[config.mk]
export PLATFORM = sky130hd
export DESIGN_NAME = unidade_controle_multiciclo_flat
export DESIGN_NICKNAME = d
export VERILOG_FILES = /design/src/rtl/processador_pkg.sv /design/src/rtl/unidade_controle_multiciclo_if.sv /design/src/rtl/decod_3para8.sv /design/src/rtl/unidade_controle_multiciclo.sv /design/src/flat_wrapper.sv
export SDC_FILE = /design/constraint.sdc
export NUM_CORES = 1
export LEC_CHECK = 0
export ABC_AREA = 1
export BUFFER_PORTS_ARGS = -buffer_cell sky130_fd_sc_hd__buf_2
export CORE_ASPECT_RATIO = 1.4
export CORE_UTILIZATION = 44
export DETAILED_ROUTE_END_ITERATION = 10
export GPL_ROUTABILITY_DRIVEN = 0
export GPL_TIMING_DRIVEN = 0
export PLACE_DENSITY = 0.76
export SLEW_MARGIN = 10
export SYNTH_ARGS = -nofsm -noshare
export SYNTH_HDL_FRONTEND = slang
export SYNTH_HIERARCHICAL = 1
export SYNTH_SLANG_ARGS = --single-unit
[constraint.sdc]
create_clock -name Clock -period 1.3 [get_ports Clock]
set_input_delay 0 -clock Clock [delete_from_list [all_inputs] [get_ports Clock]]
set_output_delay 0 -clock Clock [all_outputs]
set_load 0.01 [all_outputs]
[src/rtl/processador_pkg.sv]
// Shared ISA constants for the multicycle processor: opcodes, step encoding, field widths.
package processador_pkg;

  localparam int OPC_W = 3;
  localparam int REG_W = 3;
  localparam int NUM_REGS = 1 << REG_W;

  localparam logic [OPC_W-1:0] OP_MV   = 3'b000;
  localparam logic [OPC_W-1:0] OP_MVI  = 3'b001;
  localparam logic [OPC_W-1:0] OP_ADD  = 3'b010;
  localparam logic [OPC_W-1:0] OP_SUB  = 3'b011;
  localparam logic [OPC_W-1:0] OP_MVNZ = 3'b100;

  typedef enum logic [1:0] {
    T0 = 2'd0,
    T1 = 2'd1,
    T2 = 2'd2,
    T3 = 2'd3
  } step_t;

endpackage

[src/rtl/unidade_controle_multiciclo_if.sv]
// Controller <-> datapath signal bundle; master is the control unit, slave the datapath.
interface unidade_controle_multiciclo_if;
  import processador_pkg::*;

  logic                               Run;
  logic [OPC_W+2*REG_W-1:0]           IR;
  logic                               G_nz;
  logic                               IRin;
  logic [NUM_REGS-1:0]                Rin;
  logic [NUM_REGS-1:0]                Rout;
  logic                               Ain;
  logic                               Gin;
  logic                               Gout;
  logic                               DINout;
  logic                               AddSub;
  logic                               Done;
  logic [1:0]                         Tstep;
  logic                               Illegal;
  logic [15:0]                        InstrCount;

  modport master (
    input  Run, IR, G_nz,
    output IRin, Rin, Rout, Ain, Gin, Gout, DINout, AddSub, Done, Tstep, Illegal, InstrCount
  );

  modport slave (
    output Run, IR, G_nz,
    input  IRin, Rin, Rout, Ain, Gin, Gout, DINout, AddSub, Done, Tstep, Illegal, InstrCount
  );
endinterface

[src/rtl/decod_3para8.sv]
// Combinational 3-to-8 one-hot decoder for register fields.
module decod_3para8 (
  input  logic [2:0] w,
  output logic [7:0] y
);
  assign y = 8'b0000_0001 << w;
endmodule

[src/rtl/unidade_controle_multiciclo.sv]
// Multicycle sequencer: step counter, completed-instruction counter and per-step decode
// of IR into datapath enables.
module unidade_controle_multiciclo
  import processador_pkg::*;
(
  input logic                          Clock,
  input logic                          Reset,
  unidade_controle_multiciclo_if.master bus
);

  step_t             step, step_nxt;
  logic [15:0]       instr_count;
  logic [OPC_W-1:0]  opcode;
  logic [7:0]        x_hot, y_hot;

  logic              irin, ain, gin, gout, dinout, addsub, done, illegal;
  logic [7:0]        rin, rout;

  assign opcode = bus.IR[8:6];

  decod_3para8 u_dec_x (.w(bus.IR[5:3]), .y(x_hot));
  decod_3para8 u_dec_y (.w(bus.IR[2:0]), .y(y_hot));

  always_ff @(posedge Clock) begin
    if (Reset) begin
      step        <= T0;
      instr_count <= '0;
    end else begin
      step <= step_nxt;
      if (done) instr_count <= instr_count + 16'd1;
    end
  end

  always_comb begin
    irin    = 1'b0;
    rin     = '0;
    rout    = '0;
    ain     = 1'b0;
    gin     = 1'b0;
    gout    = 1'b0;
    dinout  = 1'b0;
    addsub  = 1'b0;
    done    = 1'b0;
    illegal = 1'b0;
    step_nxt = step;

    case (step)
      T0: irin = bus.Run;
      T1: begin
        case (opcode)
          OP_MV:   begin rout = y_hot; rin = x_hot; done = 1'b1; end
          OP_MVI:  begin dinout = 1'b1; rin = x_hot; done = 1'b1; end
          OP_ADD,
          OP_SUB:  begin rout = x_hot; ain = 1'b1; end
          OP_MVNZ: begin
            if (bus.G_nz) begin
              rout = y_hot;
              rin  = x_hot;
            end
            done = 1'b1;
          end
          default: begin done = 1'b1; illegal = 1'b1; end
        endcase
      end
      T2: begin
        rout   = y_hot;
        gin    = 1'b1;
        addsub = (opcode == OP_SUB);
      end
      T3: begin
        gout = 1'b1;
        rin  = x_hot;
        done = 1'b1;
      end
      default: ;
    endcase

    // Only T0 waits on Run; every other step either finishes or advances.
    if (done)             step_nxt = T0;
    else if (step == T0)  step_nxt = bus.Run ? T1 : T0;
    else                  step_nxt = step_t'(step + 2'd1);

    // Reset silences every enable so an abandoned instruction writes nothing.
    if (Reset) begin
      irin    = 1'b0;
      rin     = '0;
      rout    = '0;
      ain     = 1'b0;
      gin     = 1'b0;
      gout    = 1'b0;
      dinout  = 1'b0;
      addsub  = 1'b0;
      done    = 1'b0;
      illegal = 1'b0;
    end
  end

  assign bus.IRin       = irin;
  assign bus.Rin        = rin;
  assign bus.Rout       = rout;
  assign bus.Ain        = ain;
  assign bus.Gin        = gin;
  assign bus.Gout       = gout;
  assign bus.DINout     = dinout;
  assign bus.AddSub     = addsub;
  assign bus.Done       = done;
  assign bus.Illegal    = illegal;
  assign bus.Tstep      = step;
  assign bus.InstrCount = instr_count;

endmodule

[src/flat_wrapper.sv]
// flat-port wrapper written by rule: the top's interface ports become plain ports
module unidade_controle_multiciclo_flat import processador_pkg::*;
  (Clock, Reset, bus_Run, bus_IR, bus_G_nz, bus_IRin, bus_Rin, bus_Rout, bus_Ain, bus_Gin, bus_Gout, bus_DINout, bus_AddSub, bus_Done, bus_Tstep, bus_Illegal, bus_InstrCount);
  unidade_controle_multiciclo_if bus_i ();
  input logic Clock;
  input logic Reset;
  input wire logic [$bits(bus_i.Run)-1:0] bus_Run;
  input wire logic [$bits(bus_i.IR)-1:0] bus_IR;
  input wire logic [$bits(bus_i.G_nz)-1:0] bus_G_nz;
  output wire logic [$bits(bus_i.IRin)-1:0] bus_IRin;
  output wire logic [$bits(bus_i.Rin)-1:0] bus_Rin;
  output wire logic [$bits(bus_i.Rout)-1:0] bus_Rout;
  output wire logic [$bits(bus_i.Ain)-1:0] bus_Ain;
  output wire logic [$bits(bus_i.Gin)-1:0] bus_Gin;
  output wire logic [$bits(bus_i.Gout)-1:0] bus_Gout;
  output wire logic [$bits(bus_i.DINout)-1:0] bus_DINout;
  output wire logic [$bits(bus_i.AddSub)-1:0] bus_AddSub;
  output wire logic [$bits(bus_i.Done)-1:0] bus_Done;
  output wire logic [$bits(bus_i.Tstep)-1:0] bus_Tstep;
  output wire logic [$bits(bus_i.Illegal)-1:0] bus_Illegal;
  output wire logic [$bits(bus_i.InstrCount)-1:0] bus_InstrCount;
  assign bus_i.Run = bus_Run;
  assign bus_i.IR = bus_IR;
  assign bus_i.G_nz = bus_G_nz;
  assign bus_IRin = bus_i.IRin;
  assign bus_Rin = bus_i.Rin;
  assign bus_Rout = bus_i.Rout;
  assign bus_Ain = bus_i.Ain;
  assign bus_Gin = bus_i.Gin;
  assign bus_Gout = bus_i.Gout;
  assign bus_DINout = bus_i.DINout;
  assign bus_AddSub = bus_i.AddSub;
  assign bus_Done = bus_i.Done;
  assign bus_Tstep = bus_i.Tstep;
  assign bus_Illegal = bus_i.Illegal;
  assign bus_InstrCount = bus_i.InstrCount;
  unidade_controle_multiciclo u_core (.Clock(Clock), .Reset(Reset), .bus(bus_i));
endmodule
Word level (Yosys, flattened, before mapping)
Cells that the tools add are included.
{ "word_totals": {"reg_bits": 18, "out_inout_bits": 42} }
{ "op_classes": {"n_mux": 30, "n_eq_ne": 7, "n_addsub": 2, "n_reduce_logical": 6, "shift": 2} }
{ "ops": {"columns": ["op", "n"], "rows": [
  ["8-bit one-hot mux with 2 select lines", 3],
  ["8-bit 2-to-1 mux", 4],
  ["8-bit one-hot mux with 3 select lines", 1],
  ["1-bit 2-to-1 mux", 20],
  ["16-bit by 1-bit adder with 16-bit output, second input constant", 1],
  ["1-bit by 3-bit << shifter with 8-bit output, first input constant", 2],
  ["3-bit by 2-bit equality test with 1-bit output, second input constant", 2],
  ["2-bit OR reduction", 3],
  ["5-bit OR reduction", 1],
  ["2-bit equality test, second input constant", 2],
  ["3-bit by 1-bit equality test with 1-bit output, second input constant", 1],
  ["3-bit equality test, second input constant", 1],
  ["3-bit zero test", 1],
  ["2-bit by 1-bit adder with 2-bit output, second input constant", 1],
  ["2-bit by 1-bit equality test with 1-bit output, second input constant", 1],
  ["2-bit zero test", 1],
  ["2-bit 2-to-1 mux", 1],
  ["1-bit one-hot mux with 2 select lines", 1]
]} }

Logic depth before layout (Yosys ltp)
Gate-level depths: netlist (run 1).
{ "depth": {"word_depth": 5, "depth_mapped": 10} }

By module
Netlist (run 1), hierarchy kept.
{ "by_module_without_submodules": {"columns": ["mod", "cells_per_inst", "area_per_inst_um2", "instances"], "rows": [
  ["unidade_controle_multiciclo", 197, 1275.0, 1],
  ["decod_3para8", 15, 56.3, 2]
]} }

Least setup slack after synthesis (run 1)
No wires, ideal clock.
{ "synth_path": {"path_kind": "reg-to-reg", "start": "register u_core.instr_count[0], in the netlist u_core/bus.InstrCount[0]", "end": "register u_core.instr_count[10], in the netlist u_core/bus.InstrCount[10]", "setup_time_ns": 0.110, "n_path_buf": 0, "path_stages_with_launch": 9, "t_arrival_ns": 1.288, "setup_slack_ns": -0.098, "cell_sequence": "dfxtp_1 -> ha_1 -> nand3_1 -> nor2_4 -> nand2_2 -> nor2_4 -> nand3_1 -> nand3_1 -> inv_1"} }
{ "synth_between": {"elab_chain_len": 1} }
{ "synth_lines": {"columns": ["element", "line_no", "rtl"], "rows": [
  ["from (decl)", "unidade_controle_multiciclo.sv:12", "logic [15:0] instr_count;"],
  ["from (signal assigned)", "unidade_controle_multiciclo.sv:30", "if (done) instr_count <= instr_count + 16'd1;"],
  ["16-bit by 1-bit adder with 16-bit output", "unidade_controle_multiciclo.sv:30", null]
]} }
Every way passes these cells.
A chain may end at the register's enable or synchronous reset.

Worst setup path in the final report (run 1)
{ "layout_path": {"start": "register u_core.step[1], in the netlist u_core/bus.Tstep[1]", "end": "output bus_Rout[0]"} }
{ "layout_between": {"elab_chain_len": 3, "word_cells_on_any_way": 4, "cone_classes": "eq/ne (2); mux (2)"} }
{ "layout_lines": {"columns": ["element", "line_no", "rtl"], "rows": [
  ["from (decl)", "unidade_controle_multiciclo.sv:11", "step_t step, step_nxt;"],
  ["from (signal assigned)", "unidade_controle_multiciclo.sv:29", "step <= step_nxt;"],
  ["2-bit equality test or 2-bit by 1-bit equality test with 1-bit output (tied branches)", "unidade_controle_multiciclo.sv:47", "case (step)"],
  ["8-bit one-hot mux with 2 select lines (*)", "unidade_controle_multiciclo.sv:47", null],
  ["8-bit 2-to-1 mux (*)", "unidade_controle_multiciclo.sv:84", "if (Reset) begin"],
  ["to (decl)", "flat_wrapper.sv:12", "output wire logic [$bits(bus_i.Rout)-1:0] bus_Rout;"]
]} }
Every way passes the cells marked *; elsewhere a longest branch is shown, timed or not.

==> metrics, run 1 <==
register area share after synthesis=about a quarter; sequential power share=between 40% and 50%; Hold Crit Start=bus_Run; port bufs=54; Hold Slack=roughly 110 ps; Clk pin slew, worst setup/hold paths=about 70 ps; Synth Register Bits=18; switch share=roughly 31%; WL per Instance=roughly 12 um; M1 WL=approximately 1.7 mm; Core ar.=a little under 3000 um^2; sw power=approximately 0.00048 W; # diodes=0; drt drc=0; Hold Path Stages=4; final setup slack of the worst path=-199.6 ps; final setup fails=28; routed wl met3=around 110 um; Layout Cells excl Fill=334; Max stage delay cell, worst path=dfxtp_2; hold endpoint=u_core/bus.Tstep[0]; CTS sink cnt=18; Pwr Density=roughly 740 nW/um^2; total grt overflow=0; Critical Path End Type=output port; Die Y=between 60 and 70 um; total CTS buffers=3; r2r worst-path depth=9; Post-synth EDFFs=0; Max Cap Viol=0; DP Wirelength=2.795 mm; vias in the first global route=~1500; Routed Antenna Nets=0; Yosys top cell area share=~26%; Syn Inst Count=between 200 and 250; RR Endpoint=u_core/bus.InstrCount[9]; final hold violation count=0; Crit path buffers/inverters=2; P&R area growth vs syn=48.15%; standard-cell row count=23; post-synthesis instance area=approximately 1400 um^2; library cells used by synthesis=27; clock skew=around 3.8 ps; violated checks=setup timing; 1st-iter DRT viols=44; Die Footprint=3385 um^2; crit-path cells=inv_2, ha_4, nand2_4, o21ai_4, a22oi_1, nor2_1, buf_2; actual slew at the worst max-slew pin=289.2 ps; initial antenna violation count=0; reg2reg setup slack=-70 ps; asr flop ratio synth=0%; Syn. warnings=6; Synth area leaders=dfxtp_1, nor2_1, nand2_1; largest stage delay on the critical path=340 ps; RSZ-0062 raised after global routing=true; Critical Path Fanout Max=8; gr usage total=23.90%; Syn Nets=between 200 and 250; critical path arrival=1500 ps; Clock Latency Late Sink=roughly 260 ps; CP Launch Type=flip-flop; io pins=55; first-pass iteration count of the detailed router=5; Hold Crit Class=input port to flip-flop; Crit path max-delay family=compound AO/OA/AOI/OAI gates; status=complete, but fails checks; met2 WL=~2.2 mm; Clock power frac=a little under a third; Max-slew headroom=roughly four fifths; H-tree depth=1; combinational power share=approximately 29%; crit path time final=~1500 ps; Syn Area/Cell=6.113 um^2; CTS tree=done; reg2reg start=u_core/bus.Tstep[1]; Slew Limit Fails=0; placed inst area=between 1500 and 2000 um^2; Final Util=70.03%; first-pass GRT wire length=roughly 6.2 mm; LEAKAGE=around 0.96 nW; Crit Path Class=flip-flop to output port; largest area contributor in the netlist=dfxtp_1; fillcell total=259; routed vias=~1700; Final Cycle Share=115.4%; WL final=a little over 4 mm; initial core utilization=around 47%; Top FF cell, synth=dfxtp_1; Max clock buf depth=2; largest net degree at the start of global routing=11; hold_buf cts=0; Peak VDD IR=a little over 0.0006 V; Fmax=about 670 MHz; root buffer cell=clkbuf_8; Pint=0.001051 W; Die W=between 40 and 50 um; Crit path required time=1300 ps; DR top layer=met4; Via density=4.970; fin area=approximately 2100 um^2; sum of negative setup slack=-3251 ps; Post-Place Cells=about 320; final net count=~320; share of layout cells above drive strength 1=between 40 and 50%
-- timing repair --
action	in CTS	in global routing
endpoints found under the setup margin	31	34
pin swaps	10	11
resized for setup	20	34
setup buffers	5	7
-- worst max path at each step --
| stage | start | to | slack (ps) | cells past startpoint |
|---|---|---|---|---|
| floorplan | u_core/bus.InstrCount[0] | u_core/bus.InstrCount[10] | -20 | 8 |
| detailed placement | u_core/bus.Tstep[1] | bus_Rout[0] | -130 | 7 |
| finish | u_core/bus.Tstep[1] | bus_Rout[0] | -200 | 7 |
| global route | u_core/bus.Tstep[1] | bus_Rout[7] | -290 | 7 |
| global placement | u_core/bus.Tstep[1] | bus_Rout[4] | -110 | 7 |
| CTS | u_core/bus.Tstep[1] | bus_Rout[0] | -200 | 7 |
-- state kept, by name, indices dropped and copies added, names as in the netlist --
name,cells
u_core/bus.Tstep,2
u_core/bus.InstrCount,16
-- tightest hold or removal path, delay by kind of cell --
kind / cells / cell delay [ps]
simple gates: 2 / 110
compound gates: 1 / 110
buf+inv: 1 / 100
-- synthesized netlist by cell type (2+ instances only) --
master    n
inv_2     3
dfxtp_1  18
nor3_1    5
nand3_1   8
nand2_1  47
inv_1    32
nand2_4   3
ha_1      5
a21oi_1   7
nor2_1   61
xor2_1    2
nand4_1   6
nor2_4    4
nand2_2   5
buf_4     2
o21ai_0   2
a22oi_1   7
-- layout make-up --
cell class              instances  area [um^2]  area share (%)
multi-input cells             172         1046           50.88
repair buffers                 66        381.6           18.56
flip-flops and latches         18        377.9           18.38
inverters                      35        133.9           6.512
clock buffers                   4        55.05           2.678
well taps                      37        46.29           2.252
plain buffers                   2        15.01          0.7304
-- placed cells by master (no fill, tap or decap), drive strengths merged, types with 2 or more instances in the layout --
cell type / n
a21oi: 8
buf: 68
nand4: 6
o21ai: 4
clkbuf: 4
xor2: 2
inv: 35
ha: 5
nor2: 65
nand2: 55
nor3: 5
dfxtp: 18
nand3: 9
a22oi: 7
-- routing by layer --
layer / vias up / track usage, %
met5: - / 0
met3: 2 / 2.222
met2: 38 / 46.75
met4: 0 / 12.14
li1: 850 / -
met1: 770 / 25.40
-- cell families (layout without fill, tap and decap cells) --
| logic type | count (synthesis) | count (layout) | synth area share (%) |
|---|---|---|---|
| buf+inv | 37 | 107 | 10.55 |
| flops | 18 | 18 | 25.97 |
| fa+ha+maj | 5 | 5 | 4.509 |
| simple gates | 142 | 142 | 46.17 |
| xor+xnor | 3 | 3 | 1.894 |
| compound gates | 22 | 22 | 10.91 |
-- power by group through the flow --
stage | sequential [W] | combinational, W | clock, W
final | 0.000624 | 0.000438 | 0.000466
after floorplan | 0.000639 | 0.000184 | 0
after CTS | 0.000624 | 0.000382 | 0.000476
after global placement | 0.000629 | 0.000290 | 0
after detailed placement | 0.000630 | 0.000294 | 0
after global routing | 0.000628 | 0.000478 | 0.000504
-- per-stage QoR --
| step | power, W | worst slack, ps |
|---|---|---|
| 2_1_floorplan | 0.0008223 | -15.84 |
| 3_3_place_gp | 0.0009193 | -109.3 |
| 3_5_place_dp | 0.0009241 | -132.7 |
| 4_1_cts | 0.001482 | -204.3 |
| 5_1_grt | 0.001610 | -291.4 |
| 6_report | 0.001528 | -199.6 |
Note: power is estimated with default switching activity, not from simulation.
==> inputs of run 2 (changes only) <==
Settings changed: CORE_UTILIZATION 44 to 43, PLACE_DENSITY 0.76 to 0.75, SYNTH_HIERARCHICAL 1 to unset.
==> metrics, run 2 <==
initial core utilization=approximately 46%; 1st-iter DRT viols=28; Crit path required time=around 1300 ps; Die Y=~70 um; standard-cell row count=23; crit path time final=1497 ps; Max Cap Viol=0; fillcell total=304; initial antenna violation count=0; critical path arrival=~1500 ps; gr usage total=approximately a quarter; routed vias=~1600; placed inst area=1675 um^2; WL final=3.815 mm; actual slew at the worst max-slew pin=302.6 ps; Clock Latency Late Sink=~250 ps; commonest non-fill, non-tap cell in the layout=buf_2; Syn Area/Cell=roughly 6.4 um^2; library cells used by synthesis=28; final hold violation count=0; sum of negative setup slack=-4496 ps; largest area contributor in the netlist=dfxtp_1; pre-CTS setup slack=-130.6 ps; status=complete, but fails checks; Core ar.=~3000 um^2; Max clock buf depth=2; Critical Path End Type=output port; first-pass iteration count of the detailed router=4; clock skew=6.161 ps; Critical Path Fanout Max=4; Clk pin slew, worst setup/hold paths=about 70 ps; first-pass GRT wire length=6.210 mm; # diodes=0; Crit Path Class=flip-flop to output port; Synth area leaders=dfxtp_1, nor2_1, inv_1; post-synthesis instance area=around 1400 um^2; Top FF cell, synth=dfxtp_1; violated checks=setup timing; largest net degree at the start of global routing=11; total CTS buffers=3; LEAKAGE=around 0.9 nW; vias in the first global route=around 1400; Die Footprint=between 3000 and 4000 um^2; Max-slew headroom=79.67%; Pwr Density=slightly above 700 nW/um^2; io pins=55; Via density=roughly 5.1; Largest register FFs=16; Syn Inst Count=about 210; CTS tree=done; H-tree depth=1; CTS sink cnt=18; P&R area growth vs syn=44.32%; overall power=between 0.001 and 0.0015 W; Post-synth EDFFs=0; area of the multi-input gates=~1000 um^2; Fmax=between 600 and 700 MHz; hold_buf cts=0; most frequent cells in the layout=buf_2, nor2_1, inv_1, nand2_1, nor3_1; root buffer cell=clkbuf_8; Die W=just under 50 um; share of layout cells above drive strength 1=about two fifths; port bufs=53; drt drc=0; Hold Crit Class=input port to flip-flop; final setup fails=35; Slew Limit Fails=0; asr flop ratio synth=0%; total grt overflow=0; Layout Cells excl Fill=approximately 310; register area share after synthesis=26.59%; Final Cycle Share=115.2%; Post-Place Cells=just over 300; count leader, synth=nor2_1; Storage cell area=~370 um^2; CP Launch Type=flip-flop; DP Wirelength=~2.7 mm; Synth Register Bits=18; Syn. warnings=0; Peak VDD IR=between 0.0006 and 0.0007 V; Syn Nets=between 200 and 250; fin area=1956 um^2; Yosys top cell area share=26.59%; final setup slack of the worst path=-197.0 ps; Routed Antenna Nets=0; RSZ-0062 raised after global routing=true; Commonest cells post-synth=nor2_1, inv_1, nand2_1; WL per Instance=~12 um; final net count=around 300
run 2: final timing paths:
path         slack, ps  cells after the start                      from                       end
max reg2reg       -170                      9       u_core.bus.Tstep[1]  u_core.bus.InstrCount[0]
min                 40                      2                     Reset  u_core.bus.InstrCount[4]
max               -200                      7       u_core.bus.Tstep[1]                  bus_Done
min reg2reg        480                      1  u_core.bus.InstrCount[0]  u_core.bus.InstrCount[0]
run 2: critical path, stage by stage (launching register included):
cell and delay, ps:
dfxtp_2 330, inv_2 50, ha_4 170, buf_4 140, buf_6 130, a21oi_4 200
nor2_4 100, buf_6 130
run 2: power breakdown:
part / switching [W] / total (W) / internal (W)
combinational: 0.000233 / 0.000389 / 0.000156
clock: 0.000178 / 0.000384 / 0.000206
sequential: 0.0000382 / 0.000621 / 0.000583
run 2: logic make-up after synthesis:
kind of cell    synth area share, %
flops                         26.59
fa+ha+maj                     4.617
buf+inv                       10.53
compound gates                12.47
simple gates                  45.15
xor+xnor                     0.6465
run 2: layout make-up:
class | count | area share (%)
inverter | 34 | 6.526
multi-input combinational | 159 | 51.89
buffer | 2 | 0.7678
timing repair buffer | 61 | 17.53
sequential | 18 | 18.81
tap | 37 | 2.367
clock buffer | 3 | 2.111
run 2: metal layers:
layer	wire length, um	global-route usage, %	up-vias	part of all wire (%)
li1	-	-	818	-
met1	1425	25.27	716	37
met2	2149	49.14	53	56
met3	184	1.556	7	4.8
met4	55	8.571	0	1.4
met5	0	0	-	0
run 2: stage by stage:
| stage | utilization (%) | hold slack [ps] |
|---|---|---|
| 2_1_floorplan | - | 113.5 |
| 3_3_place_gp | 57.08 | 278.7 |
| 3_5_place_dp | 57.08 | 288.3 |
| 4_1_cts | 65.05 | 26.90 |
| 5_1_grt | 66.62 | 60.13 |
| 6_report | 66.62 | 44.64 |
run 2: repair_timing:
action                     in CTS  in global routing
setup endpoints to repair      32                 40
pin swaps                      18                  9
setup buffers                   8                  0
gates resized for setup        33                 11
==> inputs of run 3 (changes only) <==
Settings changed: CELL_PAD_IN_SITES_DETAIL_PLACEMENT set to 0, CELL_PAD_IN_SITES_GLOBAL_PLACEMENT set to 1, CORE_UTILIZATION 43 to 29, MAX_ROUTING_LAYER set to met4, PLACE_DENSITY 0.75 to unset, PLACE_DENSITY_LB_ADDON set to 0.1.
==> metrics, run 3 (synthesized netlist as in run 2, its figures left out) <==
largest net degree at the start of global routing=11; DP Wirelength=approximately 3 mm; crit path time final=~1500 ps; standard-cell row count=29; hold endpoint=u_core.bus.InstrCount[4]; RSZ-0062 raised after global routing=true; commonest non-fill, non-tap cell in the layout=buf_2; Critical Path Fanout Max=6; Storage cell area=374.1 um^2; Largest register FFs=16; first-pass iteration count of the detailed router=4; LEAKAGE=0.9454 nW; final setup fails=30; area of the multi-input gates=between 1000 and 1500 um^2; most frequent cells in the layout=buf_2, nor2_1, inv_1, nand2_1, nor3_1; P&R area growth vs syn=55.40%; final net count=just over 300; share of layout cells above drive strength 1=44.21%; Fmax=649.8 MHz; RR Endpoint=u_core.bus.InstrCount[4]; Pwr Density=725.2 nW/um^2; CP Launch Type=flip-flop; Die Y=between 80 and 90 um; total grt overflow=0; routed vias=roughly 1600; Final Util=between 40% and 50%; initial core utilization=a little under a third; Crit path required time=between 1000 and 1500 ps; H-tree depth=1; Critical Path End Type=output port; Stages on worst setup path=8; Max Cap Viol=0; Peak VDD IR=slightly below 0.0005 V; Max-slew headroom=around 78%; # diodes=0; crit-path cells=inv_2, ha_4, nand2_4, o21ai_4, buf_4, a22oi_1, nor2_1, buf_2; WL final=4.010 mm; Hold Slack=around 32 ps; reg2reg start=u_core.bus.Tstep[1]; initial antenna violation count=0; status=complete, but fails checks; total CTS buffers=3; Via density=4.591; fillcell total=between 500 and 600; Clock Latency Late Sink=about 260 ps; Hold Crit Class=input port to flip-flop; fin area=2106 um^2; placed inst area=about 1700 um^2; Hold Crit Start=Reset; Crit Path Class=flip-flop to output port; final setup slack of the worst path=-239.0 ps; reg2reg setup slack=-80 ps; drt drc=0; Core ar.=approximately 4500 um^2; Slew Limit Fails=0; Crit path max-delay family=buffers and inverters; violated checks=setup timing; Post-Place Cells=328; CTS tree=done; largest stage delay on the critical path=320 ps; Die Footprint=between 4000 and 5000 um^2; actual slew at the worst max-slew pin=325.6 ps; Die W=about 60 um; root buffer cell=clkbuf_8; Layout Cells excl Fill=347; port bufs=53; Hold Path Stages=2; CTS sink cnt=18; hold_buf cts=0; critical path arrival=roughly 1500 ps; Max stage delay cell, worst path=dfxtp_2; first-pass GRT wire length=6.272 mm; WL per Instance=11.56 um; gr usage total=16.65%; clock skew=around 1.8 ps; Clk pin slew, worst setup/hold paths=~70 ps; 1st-iter DRT viols=approximately 50; final hold violation count=0; overall power=around 0.0015 W; vias in the first global route=around 1500; r2r worst-path depth=8; Final Cycle Share=118.4%; Max clock buf depth=2; io pins=55; Crit path buffers/inverters=3; Routed Antenna Nets=0
run 3: worst max path at each step:
stage                                    from                        to
after global placement    u_core.bus.Tstep[1]               bus_Rout[2]
after global routing      u_core.bus.Tstep[1]               bus_Rout[3]
after floorplan           u_core.bus.Tstep[1]  u_core.bus.InstrCount[8]
after CTS                 u_core.bus.Tstep[0]               bus_Rout[3]
after detailed placement  u_core.bus.Tstep[1]               bus_Rout[2]
final                     u_core.bus.Tstep[1]               bus_Rout[4]
run 3: worst register-to-register path, delay by kind of cell (launching register included):
kind | cells | cell delay (ps)
and+or+nand+nor | 2 | 90
xor gates and xnor gates | 1 | 140
buffers and inverters | 3 | 340
DFF | 1 | 330
AOI/OAI and AO/OA | 1 | 210
adders and majority gates | 1 | 170
run 3: cell type report:
| type | instances | area share (%) |
|---|---|---|
| sequential | 18 | 17.77 |
| multi-input combinational | 159 | 50.09 |
| buffer | 2 | 0.7130 |
| clock buffer | 4 | 2.614 |
| inverter | 34 | 6.179 |
| tap | 62 | 3.684 |
| timing repair buffer | 68 | 18.95 |
run 3: repair_timing:
| item | in CTS | in global routing |
|---|---|---|
| resized for setup | 16 | 39 |
| endpoints found under the hold margin | 0 | 0 |
| buffers inserted | 9 | 6 |
| setup endpoints to repair | 32 | 39 |
| pin swaps | 6 | 18 |
run 3: routing by layer:
layer / track usage (%) / share of wire, % / vias to the layer above / wire (um)
met5: - / 0 / - / 0
met4: 7.400 / 1.8 / 0 / 72
met2: 29.39 / 53 / 38 / 2140
met1: 17.95 / 41 / 720 / 1641
met3: 1.713 / 3.9 / 5 / 155
li1: - / - / 830 / -
run 3: power breakdown:
| part | total (W) | switching (W) | internal [W] |
|---|---|---|---|
| registers | 0.000633 | 0.0000445 | 0.000589 |
| clock network | 0.000473 | 0.000203 | 0.000270 |
| logic | 0.000421 | 0.000238 | 0.000183 |
run 3: metrics by stage:
stage | setup WS, ps | TNS, ps
3_3_place_gp | -124.0 | -1656
5_1_grt | -324.8 | -6042
2_1_floorplan | 14.75 | 0
6_report | -239.0 | -3428
3_5_place_dp | -128.5 | -1922
4_1_cts | -251.0 | -4206
